$ cat config.mk
export PLATFORM = sky130hd
export DESIGN_NAME = seg_display_scanner_flat
export DESIGN_NICKNAME = d
export VERILOG_FILES = /design/src/rtl/seg_display_scanner_if.sv /design/src/rtl/seg_display_scanner.sv /design/src/flat_wrapper.sv
export SDC_FILE = /design/constraint.sdc
export NUM_CORES = 1
export LEC_CHECK = 0
export BUFFER_PORTS_ARGS = -buffer_cell sky130_fd_sc_hd__buf_2
export CAP_MARGIN = 40
export CORE_UTILIZATION = 52
export CTS_CLUSTER_SIZE = 14
export DETAILED_ROUTE_END_ITERATION = 10
export GPL_TIMING_DRIVEN = 0
export PLACE_DENSITY_LB_ADDON = 0.12
export SLEW_MARGIN = 10
export SYNTH_ARGS = -nofsm -noshare
export SYNTH_HDL_FRONTEND = slang
export SYNTH_SLANG_ARGS = --single-unit
$ cat constraint.sdc
create_clock -name clk -period 2.5 [get_ports clk]
set_input_delay 0.375 -clock clk [delete_from_list [all_inputs] [get_ports clk]]
set_output_delay 0.375 -clock clk [all_outputs]
set_load 0.01 [all_outputs]
$ cat src/rtl/seg_display_scanner_if.sv
// Bus between the display scanner and its client: digit codes in, scanned decoder code and anodes out.
interface seg_display_scanner_if #(
   parameter int NUM_DIGITS = 4
);
   logic [4*NUM_DIGITS-1:0] digits_in;
   logic                    load;
   logic [3:0]              digit_out;
   logic [NUM_DIGITS-1:0]   an_n;
   logic                    frame_done;

   modport master (
      output digits_in, load,
      input  digit_out, an_n, frame_done
   );

   modport slave (
      input  digits_in, load,
      output digit_out, an_n, frame_done
   );
endinterface

$ cat src/rtl/seg_display_scanner.sv
// Multiplexed 7-segment scanner with per-slot dead time and double-buffered digit values.
// Define SEG_SCANNER_LZ_BLANK_EN to blank leading zeros when a new frame is latched.
//
//  state    | meaning
//  ---------+-----------------------------------------------
//  ST_BLANK | dead time at slot start, all anodes off
//  ST_SHOW  | anode of current digit on, shadow digit shown
module seg_display_scanner #(
   parameter int NUM_DIGITS   = 4,
   parameter int PRESCALE     = 50000,
   parameter int BLANK_CYCLES = 16
) (
   input  logic                   clk,
   input  logic                   rst,
   seg_display_scanner_if.slave   bus
);
   localparam int CNT_W = (PRESCALE > 1) ? $clog2(PRESCALE) : 1;
   localparam int IDX_W = $clog2(NUM_DIGITS);
   localparam logic [CNT_W-1:0] PRE_END   = CNT_W'(PRESCALE - 1);
   localparam logic [CNT_W-1:0] BLANK_END = CNT_W'(BLANK_CYCLES);
   localparam logic [IDX_W-1:0] IDX_MAX   = IDX_W'(NUM_DIGITS - 1);

   localparam logic [0:0] ST_BLANK = 1'b0;
   localparam logic [0:0] ST_SHOW  = 1'b1;

   logic [CNT_W-1:0]                cnt, cnt_nxt;
   logic [IDX_W-1:0]                idx, idx_nxt;
   logic [0:0]                      state, state_nxt;
   logic [NUM_DIGITS-1:0][3:0]      pending;
   logic                            pending_valid;
   logic [NUM_DIGITS-1:0][3:0]      shadow, shadow_nxt, stored_calc;
   logic [NUM_DIGITS-1:0]           hide, hide_nxt, hide_calc;
   logic [NUM_DIGITS-1:0]           an_r, an_nxt;
   logic [3:0]                      digit_r, digit_nxt;
   logic                            fd_r, fd_nxt;
   logic                            last_slot, frame_wrap;

`ifdef SEG_SCANNER_LZ_BLANK_EN
   // Scan from the most significant digit; a zero stays "leading" while everything above it is 0 or blank.
   always_comb begin : lz_scan
      logic leading;
      leading     = 1'b1;
      stored_calc = pending;
      hide_calc   = '0;
      for (int k = NUM_DIGITS - 1; k > 0; k--) begin
         if (leading && pending[k] == 4'h0) begin
            stored_calc[k] = 4'hF;
            hide_calc[k]   = 1'b1;
         end
         leading = leading && (pending[k] == 4'h0 || pending[k] >= 4'hD);
      end
   end
`else
   assign stored_calc = pending;
   assign hide_calc   = '0;
`endif

   assign last_slot  = (cnt == PRE_END);
   assign frame_wrap = last_slot && (idx == IDX_MAX);

   // Outputs are registered from next-cycle values so they line up with cnt/idx of the same cycle.
   always_comb begin
      cnt_nxt = last_slot ? '0 : cnt + 1'b1;
      idx_nxt = idx;
      if (last_slot) idx_nxt = (idx == IDX_MAX) ? '0 : idx + 1'b1;

      state_nxt = state;
      case (state)
         ST_BLANK: if (cnt_nxt == BLANK_END) state_nxt = ST_SHOW;
         ST_SHOW:  if (last_slot) state_nxt = ST_BLANK;
         default:  state_nxt = ST_BLANK;
      endcase

      shadow_nxt = shadow;
      hide_nxt   = hide;
      if (frame_wrap && pending_valid) begin
         shadow_nxt = stored_calc;
         hide_nxt   = hide_calc;
      end

      an_nxt    = '1;
      digit_nxt = 4'hF;
      if (state_nxt == ST_SHOW && !hide_nxt[idx_nxt]) begin
         an_nxt[idx_nxt] = 1'b0;
         digit_nxt       = shadow_nxt[idx_nxt];
      end
      fd_nxt = (cnt_nxt == PRE_END) && (idx_nxt == IDX_MAX);
   end

   always_ff @(posedge clk) begin
      if (rst) begin
         cnt           <= '0;
         idx           <= '0;
         state         <= ST_BLANK;
         pending       <= '1;
         pending_valid <= 1'b0;
         shadow        <= '1;
         hide          <= '0;
         an_r          <= '1;
         digit_r       <= 4'hF;
         fd_r          <= 1'b0;
      end else begin
         cnt    <= cnt_nxt;
         idx    <= idx_nxt;
         state  <= state_nxt;
         shadow <= shadow_nxt;
         hide   <= hide_nxt;
         if (bus.load) pending <= bus.digits_in;
         // A load on the wrap cycle re-arms pending after the old contents move to shadow.
         pending_valid <= bus.load | (pending_valid & ~frame_wrap);
         an_r    <= an_nxt;
         digit_r <= digit_nxt;
         fd_r    <= fd_nxt;
      end
   end

   assign bus.an_n       = an_r;
   assign bus.digit_out  = digit_r;
   assign bus.frame_done = fd_r;
endmodule

$ cat src/flat_wrapper.sv
// flat-port wrapper written by rule: the top's interface ports become plain ports
module seg_display_scanner_flat 
#(
   parameter int NUM_DIGITS   = 4,
   parameter int PRESCALE     = 50000,
   parameter int BLANK_CYCLES = 16
)
  (clk, rst, bus_digits_in, bus_load, bus_digit_out, bus_an_n, bus_frame_done);
  seg_display_scanner_if #(.NUM_DIGITS(NUM_DIGITS)) bus_i ();
  input  logic clk;
  input  logic rst;
  input wire logic [$bits(bus_i.digits_in)-1:0] bus_digits_in;
  input wire logic [$bits(bus_i.load)-1:0] bus_load;
  output wire logic [$bits(bus_i.digit_out)-1:0] bus_digit_out;
  output wire logic [$bits(bus_i.an_n)-1:0] bus_an_n;
  output wire logic [$bits(bus_i.frame_done)-1:0] bus_frame_done;
  assign bus_i.digits_in = bus_digits_in;
  assign bus_i.load = bus_load;
  assign bus_digit_out = bus_i.digit_out;
  assign bus_an_n = bus_i.an_n;
  assign bus_frame_done = bus_i.frame_done;
  seg_display_scanner #(.NUM_DIGITS(NUM_DIGITS), .PRESCALE(PRESCALE), .BLANK_CYCLES(BLANK_CYCLES)) u_core (.clk(clk), .rst(rst), .bus(bus_i));
endmodule
; Word-level counts from Yosys, hierarchy flattened
; Index checks and enable logic that the tools add are counted.
; W data, S select, Z words.
[classes]
n_addsub = 2
mux = 14
reduce_logical = 7
magnitude_cmp = 2
bitwise = 6
eq_ne = 5
[op_table]
columns = cell, count
row1 = $eq A16 B16 Y1 const B, 2
row2 = $mux W16, 2
row3 = $add A16 B1 Y16 const B, 1
row4 = $eq A16 B5 Y1 const B, 1
row5 = $bmux W4 S2, 1
row6 = $mux W4, 2
row7 = $logic_and A1 B1 Y1, 5
row8 = $eq A2 B2 Y1 const B, 2
row9 = $mux W1, 4
row10 = $mux W2, 2
row11 = $not A4 Y4, 1
row12 = $lt A2 B3 Y1 const B, 1
row13 = $not A1 Y1, 3
row14 = $add A2 B1 Y2 const B, 1
row15 = $bmux W1 S2, 1
row16 = $demux W1 S2, 1
row17 = $ge A2 B1 Y1 const B, 1
row18 = $pmux W1 S2, 1
row19 = $reduce_or A2 Y1, 1
row20 = $and A1 B1 Y1, 1
row21 = $logic_not A1 Y1, 1
row22 = $or A1 B1 Y1, 1
[totals]
input_bits = 19
word_cells = 52
ff_bits = 65

; Longest topological paths before layout
; Gate-level depths: netlist of run 1.
[logic_depth]
depth_word = 10
mapped_depth = 9
mapped_depth_nobuf = 7

; Worst setup path after synthesis of run 1
; Ideal clock, no wire load.
[synth_path]
path_type = register to register
from = reg u_core.cnt[0]
to = reg u_core.digit_r[0], in the netlist u_core.bus.digit_out[0]
n_path_buf = 0
arrival_time_ns = 2.278
t_required_ns = 2.352
setup_time_ns = 0.148
path_slack_ns = 0.074
path_stages_with_launch = 8
path_cell_list = dfxtp_1 > ha_1 > nand3_1 > nor4_2 > mux2i_1 > mux2_2 > a22oi_1 > o211ai_1
[synth_via]
elab_chain_len = 10
[synth_lines]
columns = item, line_no
row1 = "start, declared", seg_display_scanner.sv:26  ; logic [CNT_W-1:0] cnt, cnt_nxt;
row2 = "start signal, assigned", seg_display_scanner.sv:103  ; cnt <= cnt_nxt;
row3 = branches (longest 10 deep; another with $add A16 B1 Y16), -
row4 = "end signal, assigned", seg_display_scanner.sv:112  ; digit_r <= digit_nxt;
row5 = "end, declared", seg_display_scanner.sv:34  ; logic [3:0] digit_r, digit_nxt;
; Several ways; the timed one is not identified. The select of a mux whose other input is x is not followed.
; A chain may end at the register's enable or synchronous reset.

; Worst setup path in the final report of run 1
[layout_path]
from = reg u_core.cnt[7]
to = reg u_core.digit_r[1], in the netlist u_core.bus.digit_out[1]
; Same word-level chain as after synthesis.

==> flow_summary.ini, run 1 <==
[global_route]
overflow = 0
grt_pass1_wl_mm = 10.8
grt_pass1_vias = 2238
grt_usage_pct = 24.1
antenna_found_initial = 0
grt_max_degree = 13

[timing]
fin_tns_setup_ns = 0
setup_viol = 0
timing.hold.ws_ns = 0.241
max_freq_mhz = 404
grt_setup_unrepaired = true
fin_skew_ns = 0.00611
period_needed_ns = 2.48
final-hold-violation-count = 0
finalCritPeriodShare_pct = 99.1
slew_violations = 0
maxSlewHeadroom_pct = 54.7
tightest_slew_ns = 0.679

[place]
port_buffers = 26
post-dp-hpwl_mm = 4.42
gp_congestion = 0.858

[power]
p_int_w = 0.00169
p_switching_w = 0.000468
p_leak_nw = 1.34
pwr_density_cell_nw_per_um2 = 603
switching_share_pct = 21.7
seqPwrFrac_pct = 49.8
max-vdd-ir-drop_mv = 0.395
clkPwrFrac_pct = 46.7
pwr-share-comb_pct = 3.5
fin_total_pwr_w = 0.00216

[clocking]
clkLatencyLatePin_ns = 0.35
cts.clk_slew.worst_paths_ns = 0.07
cts_buffers = 9
cts_tree = built
clockBufferDepth = 2
cts.sinks = 65
cts.hold.buffers_added = 0
cts-root-buf = clkbuf_8
h-tree-depth = 3

[logic_synthesis]
netlist.area_leader.share_pct = 45.3
synth_top_family_by_area = simple AND/OR/NAND/NOR gates
synthMuxAreaShare_pct = 10.3
synthSimpleGateAreaFrac_pct = 23.1
synth_area_um2 = 2870
ys_seq_area_share_pct = 45.3
synthesis.instances = 311
synth_cell_types = 44
synthXorXnorAreaFrac_pct = 5.49
synthAdderAreaFrac_pct = 1.31
synth_top_area_cell = dfxtp_1
synth_nets = 333
ys_seq_elements = 65
synth_edf_count = 0
synth_ff_type = dfxtp_1
synthTopCellsByCount = 65 x dfxtp_1, 37 x nand2_1, 29 x nor2_1
synth_compound_gate_area_share_pct = 10.5
yosysMostFrequentCell = dfxtp_1
yosys_warnings = 0
postSynthAreaPerCell_um2 = 9.23
synthTopCellsByArea = dfxtp_1 45%, mux2i_1 8.4%, nand2_1 4.8%
synthArstFlopShare_pct = 0

[detailed_routing]
dr.pass1.iters = 4
viasPerCell = 5.53
wire_per_inst_um = 15.4
drc = 0
drt_iter0_drc = 100
final_antenna_net_count = 0
vias = 2383
totalWireLength_mm = 6.64

[critical_path]
crit_path_start_kind = flip-flop
r2r_slack_ns = 0.02
ff2ff_path_depth = 7
cp-end-kind = flip-flop
criticalPathCategory = reg -> reg
critPathSlowestCell = or4b_4
crit_arrival_ns = 2.71
rr_startpoint = u_core.cnt[7]
path_cells = or4b_4 -> or4_4 -> buf_8 -> o31ai_4 -> and3_1 -> a221o_1 -> o211ai_1
crit_end = u_core.bus.digit_out[1]
required_ns = 2.73
crit_fanout = 10
crit_path_max_incr_delay_ns = 0.57
cp-startpoint = u_core.cnt[7]
r2r-end = u_core.bus.digit_out[1]

[cells_and_area]
nets = 378
drive_gt1_share_pct = 24.4
syn2layout_area_growth_pct = 24.6
num_antenna_cells = 0

[floorplan]
die_area_um2 = 5820
die_x_um = 76.3
coreArea_um2 = 5200
die_h_um = 76.3
rows = 26
ioPinCount = 28
start_util_pct = 55.2

[hold_path]
hold_class = in -> reg

[outcome]
status = completed

[flow_run]
max_cap_viol_count = 0
-- registers in the layout, indices dropped and copies added (netlist names) --
register	flops
u_core.shadow	16
u_core.idx	2
u_core.bus.an_n	4
u_core.bus.digit_out	4
u_core.bus.frame_done	1
u_core.state	1
u_core.pending	16
u_core.hide	4
u_core.cnt	16
u_core.pending_valid	1
-- per-layer routing --
metal	vias up	part of all wire, %	track usage [%]	wire [µm]
met5	-	0	0	0
met4	0	0.92	8.65	61
met3	6	4.7	7.54	312
met2	51	48	37.8	3200
met1	1119	46	31.2	3070
li1	1207	-	-	-
-- power by group through the flow --
stage          clock network, W  logic [W]  registers, W
2_1_floorplan                 0  0.0000476       0.00109
3_3_place_gp                  0  0.0000717       0.00109
3_5_place_dp                  0  0.0000734       0.00109
4_1_cts                 0.00102  0.0000751       0.00107
5_1_grt                 0.00108  0.0000845       0.00108
6_report                0.00101  0.0000748       0.00107
-- layout by cell type, fill, tap and decap left out, types with 2 or more instances in the layout --
cell type  synthesis  final
clkbuf_1          13     10
inv_1              9      9
xnor2_1           12     12
clkbuf_8           0     10
nor4_1             5      3
nand2b_1           3      3
and3_1             5      4
dfxtp_2            0      6
nand3_1           22     20
nand4bb_4          0      2
o21ai_0            9      9
nand2_1           37     37
buf_2              2     27
nor3b_1            5      5
o31ai_4            0      2
inv_6              0      2
and4_1             3      3
buf_4              1     10
o211ai_1          10     10
o41ai_1            3      2
a221o_1            2      2
bufinv_16          0      2
nand4_1            8      8
xor2_1             6      6
nor3_1             3      3
mux2_4             0      2
nor2_1            29     29
mux2i_1           24     23
nor4_2             1      2
dfxtp_1           65     58
mux2_2             5      3
buf_8              0      2
ha_1               3      2
a21oi_1            6      6
-- kinds of logic after synthesis --
logic type,after synthesis
buffers and inverters,26
XOR/XNOR,18
multiplexers,29
AND/OR/NAND/NOR,129
AO/OA/AOI/OAI,41
flip-flops,65
adder cells (fa/ha/maj),3
-- through the flow --
| step | instance area, µm² | util (%) | instances | worst slack (ns) |
|---|---|---|---|---|
| 2_1_floorplan | 2870 | - | 311 | 0.0741 |
| 3_3_place_gp | 3090 | 59.4 | 407 | -0.630 |
| 3_5_place_dp | 3090 | 59.4 | 407 | -0.660 |
| 4_1_cts | 3490 | 67.0 | 427 | -0.0485 |
| 5_1_grt | 3580 | 68.7 | 431 | -0.0531 |
| 6_report | 3580 | 68.7 | 431 | 0.0227 |
-- repair_timing --
item | 4_1_cts | 5_1_grt
gates resized for setup | 24 | 14
cloned | 0 | 1
pin swaps | 7 | 8
buffers inserted | 6 | 5
setup endpoints to repair | 20 | 10
hold endpoints to repair | 0 | 0
-- worst max-delay path, delay by kind of cell, from the launching register on --
family          cells  cell delay [ns]
simple gates        3             1.27
compound gates      3             0.57
flops               1             0.35
buf+inv             1             0.17
-- layout make-up --
cell class | instances | area, µm²
clock buffer | 11 | 141
clock inverter | 5 | 86.3
tap | 70 | 87.6
buffer | 13 | 73.8
timing repair buffer | 38 | 241
sequential | 65 | 1310
fill | 419 | 1630
inverter | 9 | 33.8
multi-input combinational | 220 | 1600
-- worst min path at each step --
stage / startpoint / endpoint / slack (ns) / cells after the start
after CTS: bus_digits_in[7] / u_core.pending[7] / 0.23 / 3
after floorplan: u_core.pending[4] / u_core.pending[4] / 0.44 / 2
final: bus_digits_in[7] / u_core.pending[7] / 0.24 / 3
after detailed placement: u_core.shadow[2] / u_core.shadow[2] / 0.46 / 2
after global routing: bus_digits_in[15] / u_core.pending[15] / 0.23 / 3
after global placement: u_core.shadow[2] / u_core.shadow[2] / 0.45 / 2
No activity file was read; power rests on OpenSTA's default activity.
==> run 2, diff against run 1 <==
- CTS_BUF_LIST: not set -> sky130_fd_sc_hd__clkbuf_4 sky130_fd_sc_hd__clkbuf_8 sky130_fd_sc_hd__clkbuf_16
- SETUP_SLACK_MARGIN: not set -> 0.1
==> run 2 against run 1 <==
Effect of this change:
- global-route usage is 0.41 points higher
- critical path depth unchanged
- via count is 0.17% lower
- core utilization down 0.82 points
- setup slack got worse by 0.020 ns
- sequential power barely moved
- die area stayed put
- combinational power down 0.8%
- non-clock buffer count unchanged
- cell count unchanged
- clock skew down 0.0011 ns
- wire length decreased by 2.5%
- critical endpoint is now u_core.bus.digit_out[0]
- largest power group unchanged
==> flow_summary.ini, run 2 (synthesis gave the netlist of run 1 again) <==
[floorplan]
start_util_pct = 55.2
die_area_um2 = 5820
ioPinCount = 28
rows = 26
die_x_um = 76.3
die_h_um = 76.3
coreArea_um2 = 5200

[clocking]
cts.sinks = 65
cts.hold.buffers_added = 0
cts_buffers = 9
cts_tree = built
clockBufferDepth = 2
clkLatencyLatePin_ns = 0.35
cts.clk_slew.worst_paths_ns = 0.07
cts-root-buf = clkbuf_8
h-tree-depth = 3

[power]
p_switching_w = 0.000458
p_leak_nw = 1.34
pwr_density_cell_nw_per_um2 = 600
p_int_w = 0.00166
clkPwrFrac_pct = 45.8
seqPwrFrac_pct = 50.7
max-vdd-ir-drop_mv = 0.424
switching_share_pct = 21.6
pwr-share-comb_pct = 3.5

[cells_and_area]
most-common-layout-cells = 59 x dfxtp_1, 37 x nand2_1, 29 x nor2_1
nets = 378
layout_commonest_cell = dfxtp_1
stdcell_area_um2 = 3530
num_antenna_cells = 0
drive_gt1_share_pct = 23.8
reg_top3 = u_core.cnt x16, u_core.pending x16, u_core.shadow x16
syn2layout_area_growth_pct = 23.1
fin_util_pct = 67.9

[timing]
max_freq_mhz = 400
fin_tns_setup_ns = 0
maxSlewHeadroom_pct = 53.7
setup_viol = 0
period_needed_ns = 2.50
finalCritPeriodShare_pct = 99.9
slew_violations = 0
fin_skew_ns = 0.00500
grt_setup_unrepaired = true
timing.hold.ws_ns = 0.239
final-hold-violation-count = 0
tightest_slew_ns = 0.694

[critical_path]
crit_path_start_kind = flip-flop
crit_arrival_ns = 2.70
criticalPathCategory = reg -> reg
cp-end-kind = flip-flop
crit_path_max_incr_delay_ns = 0.50
rr_startpoint = u_core.cnt[6]
required_ns = 2.70
r2r_slack_ns = 0.002
ff2ff_path_depth = 7
path_cells = buf_6 -> or4b_4 -> nor4_4 -> mux2i_2 -> mux2_4 -> a22oi_2 -> o211ai_1
critPathSlowestCell = or4b_4
r2r-end = u_core.bus.digit_out[0]
crit_fanout = 4

[global_route]
grt_max_degree = 12
grt_pass1_wl_mm = 11.1
grt_pass1_vias = 2352
grt_usage_pct = 24.5
antenna_found_initial = 0
overflow = 0

[place]
gp_congestion = 0.850
port_buffers = 26
dpl_cell_area_um2 = 3100
post-dp-hpwl_mm = 4.41

[flow_run]
max_cap_viol_count = 0

[detailed_routing]
final_antenna_net_count = 0
drt_iter0_drc = 101
viasPerCell = 5.52
vias = 2379
dr.pass1.iters = 4
drc = 0
totalWireLength_mm = 6.47
wire_per_inst_um = 15.0

[hold_path]
hold_class = in -> reg
holdPathStages = 3
hold_end = u_core.pending[9]
min-delay-start = bus_digits_in[9]

[outcome]
status = completed
-- run 2: cell count changes in the layout (fill, tap and decap cells not counted), sizes merged --
cell,change
bufinv,-1
clkbuf,+2
clkinvlp,+1
inv,-2
-- run 2: final cells by class --
cell class,instances,area [µm²]
fill,438,1670
clock inverter,3,46.3
buffer,16,91.3
multi-input combinational,220,1590
sequential,65,1310
inverter,9,33.8
clock buffer,13,179
tap,70,87.6
timing repair buffer,35,198
-- run 2: worst max path at each step --
stage,startpoint,to,slack [ns],cells past startpoint
2_1_floorplan,u_core.cnt[0],u_core.bus.digit_out[0],0.10,8
3_3_place_gp,u_core.cnt[0],u_core.bus.digit_out[0],-0.49,7
3_5_place_dp,u_core.cnt[0],u_core.bus.digit_out[0],-0.50,7
4_1_cts,u_core.cnt[6],u_core.bus.digit_out[0],-0.03,7
5_1_grt,u_core.cnt[6],u_core.bus.digit_out[0],-0.11,7
6_report,u_core.cnt[6],u_core.bus.digit_out[0],0.002,7
-- run 2: stage by stage --
| step | setup WS [ns] | instances | total power [W] |
|---|---|---|---|
| floorplan | 0.101 | 311 | 0.00114 |
| global placement | -0.490 | 407 | 0.00117 |
| detailed placement | -0.496 | 407 | 0.00117 |
| CTS | -0.0313 | 430 | 0.00213 |
| global route | -0.110 | 431 | 0.00219 |
| finish | 0.00245 | 431 | 0.00212 |
-- run 2: critical path, delay by kind of cell (launching register included) --
kind / cells / cell delay (ns)
AO/OA/AOI/OAI: 2 / 0.50
flip-flops: 1 / 0.32
multiplexers: 2 / 0.70
buffers and inverters: 1 / 0.08
AND/OR/NAND/NOR: 2 / 0.74
-- run 2: what timing repair did --
item	in CTS	in global routing
buffers inserted	8	1
endpoints found under the setup margin	20	12
gates resized for setup	24	6
pin swaps	9	6
-- run 2: power by group through the flow --
stage	Clock [W]	Sequential, W	Combinational (W)
CTS	0.000984	0.00107	0.0000751
detailed placement	0	0.00109	0.0000731
global placement	0	0.00109	0.0000718
finish	0.000971	0.00107	0.0000742
floorplan	0	0.00109	0.0000476
global route	0.00103	0.00108	0.0000850
-- run 2: layer usage --
| metal | global-route usage [%] | vias to the layer above | part of all wire [%] |
|---|---|---|---|
| li1 | - | 1194 | - |
| met1 | 31.2 | 1126 | 46 |
| met2 | 39.3 | 47 | 48 |
| met4 | 10.4 | 0 | 1.8 |
| met5 | 0 | - | 0 |
| met3 | 6.35 | 12 | 4.1 |
==> run 3, diff against run 2 <==
- ABC_AREA: not set -> 1
- CORE_UTILIZATION: 52 -> 53
==> run 3 against run 2 <==
Effect of this change:
- core utilization decreased by 4.5 points
- wire length grew 6.9%
- clock power shrank 6.7%
- design area rose by 0.53%
- sequential cell count stayed put
- first-iteration DRC count is 23% higher
- sequential share of layout area decreased by 0.41 points
- cell count increased by 29%
- sequential power hardly changed
- global-route usage is 0.77 points higher
- largest cell class unchanged
- largest power group unchanged
==> flow_summary.ini, run 3 <==
[critical_path]
ff2ff_path_depth = 10
path_cells = ha_1 -> nand2_1 -> nor2_2 -> nand4_1 -> nand2_1 -> nand4_1 -> nor2_1 -> nand2_1 -> nand2_2 -> nand4_1
critPathSlowestCell = dfxtp_1
crit_path_start_kind = flip-flop
criticalPathCategory = reg -> reg
crit_path_max_incr_delay_ns = 0.39
crit_fanout = 8
cp-end-kind = flip-flop
required_ns = 2.71
crit_arrival_ns = 2.37

[timing]
fin_tns_setup_ns = 0
period_needed_ns = 2.16
slew_violations = 0
finalCritPeriodShare_pct = 86.4
maxSlewHeadroom_pct = 61.6
setup_viol = 0
fin_skew_ns = 0.00993
tightest_slew_ns = 0.576
final-hold-violation-count = 0
max_freq_mhz = 463
grt_setup_unrepaired = false

[logic_synthesis]
synthTopCellsByCount = 147 x nand2_1, 65 x dfxtp_1, 50 x nand3_1, 50 x nor2_1, 26 x inv_1
yosysMostFrequentCell = nand2_1
ys_seq_elements = 65
yosys_warnings = 0
ys_seq_area_share_pct = 41.5
netlist.area_leader.share_pct = 41.5
synth_ff_type = dfxtp_1
synth_edf_count = 0
synth_cell_types = 27
postSynthAreaPerCell_um2 = 7.12
synthArstFlopShare_pct = 0
synth_area_um2 = 3140
synthTopCellsByArea = dfxtp_1 41%, nand2_1 18%, nand3_1 8.0%
synth_nets = 463
synth_top_area_cell = dfxtp_1
synthesis.instances = 441

[detailed_routing]
wire_per_inst_um = 12.5
drc = 0
viasPerCell = 5.14
final_antenna_net_count = 0
drt_iter0_drc = 124
totalWireLength_mm = 6.92
met2WireLength_mm = 3.19
drt-met1-wl_mm = 3.18
vias = 2849
wl_met3_um = 353
top_layer_used = met4
dr.pass1.iters = 5

[cells_and_area]
num_antenna_cells = 0
nets = 499
reg_top3 = u_core.cnt x16, u_core.pending x16, u_core.shadow x16
final_cells = 554
layout_commonest_cell = nand2_1
syn2layout_area_growth_pct = 13.2
most-common-layout-cells = 147 x nand2_1, 65 x dfxtp_1, 50 x nor2_1, 50 x nand3_1, 27 x buf_2
drive_gt1_share_pct = 18.9

[power]
clkPwrFrac_pct = 44.0
seqPwrFrac_pct = 52.2
pwr_density_cell_nw_per_um2 = 579
switching_share_pct = 23.1
p_int_w = 0.00158
pwr-share-comb_pct = 3.8
max-vdd-ir-drop_mv = 0.376
p_leak_nw = 1.62
p_switching_w = 0.000476

[floorplan]
ioPinCount = 28
die_h_um = 78.9
die_x_um = 78.9
coreArea_um2 = 5610
die_area_um2 = 6230
start_util_pct = 56.0
rows = 27

[place]
port_buffers = 25
gp_congestion = 0.892
post-dp-hpwl_mm = 5.13
dp_cells = 538

[global_route]
grt_pass1_wl_mm = 11.9
grt_pass1_vias = 2700
grt_max_degree = 12
grt_usage_pct = 25.3
antenna_found_initial = 0
overflow = 0

[hold_path]
holdPathStages = 3
hold_class = in -> reg

[clocking]
clockBufferDepth = 2
cts_tree = built
postCtsSetupBuffers = 0
cts.sinks = 65
cts-root-buf = clkbuf_8
cts.hold.buffers_added = 0
cts_buffers = 9
cts_resized = 0
cts.clk_slew.worst_paths_ns = 0.07
clkLatencyLatePin_ns = 0.34
h-tree-depth = 3

[outcome]
status = completed

[flow_run]
max_cap_viol_count = 0
[run 3: worst paths after layout]
kind         slack (ns)         startpoint                  to
max                0.34      u_core.cnt[0]  u_core.bus.an_n[3]
min                0.24  bus_digits_in[14]  u_core.pending[14]
max reg2reg        0.34      u_core.cnt[0]  u_core.bus.an_n[3]
min reg2reg        0.45     u_core.hide[0]      u_core.hide[0]
[run 3: layout make-up]
cell class	count	area, µm²
Fill cell	542	2050
Multi-Input combinational cell	331	1650
Sequential cell	65	1300
Clock buffer	11	145
Timing Repair Buffer	25	125
Inverter	31	119
Tap cell	72	90.1
Buffer	14	70.1
Clock inverter	5	55.1
[run 3: logic make-up after synthesis]
logic type | count (synthesis) | synth area share, %
simple gates | 323 | 50.3
flops | 65 | 41.5
buf+inv | 45 | 6.02
compound gates | 4 | 0.718
fa+ha+maj | 3 | 1.20
xor+xnor | 1 | 0.279
[run 3: power groups by stage]
stage / Sequential (W) / Clock, W / Combinational [W]
after floorplan: 0.00109 / 0 / 0.0000529
after CTS: 0.00107 / 0.000919 / 0.0000797
after global routing: 0.00108 / 0.000964 / 0.0000919
after global placement: 0.00110 / 0 / 0.0000769
final: 0.00107 / 0.000906 / 0.0000785
after detailed placement: 0.00110 / 0 / 0.0000796
[run 3: critical path: cells and delay by family, from the launching register on]
kind,cells,cell delay [ns]
adders and majority gates,1,0.31
and+or+nand+nor,9,1.32
DFF,1,0.39
[run 3: routing by layer]
metal | track usage [%] | vias to the layer above
li1 | - | 1488
met1 | 30.6 | 1260
met2 | 42.1 | 81
met3 | 5.06 | 20
met4 | 13.8 | 0
met5 | 0 | -
[run 3: per-stage QoR]
step | hold WS, ns | utilization [%] | instance area (µm²) | setup WS, ns | total power [W]
after floorplan | 0.417 | - | 3140 | 0.714 | 0.00115
after global placement | 0.426 | 59.8 | 3350 | 0.433 | 0.00117
after detailed placement | 0.439 | 59.8 | 3350 | 0.423 | 0.00118
after CTS | 0.228 | 63.4 | 3550 | 0.419 | 0.00207
after global routing | 0.254 | 63.4 | 3550 | 0.171 | 0.00213
final | 0.239 | 63.4 | 3550 | 0.340 | 0.00206
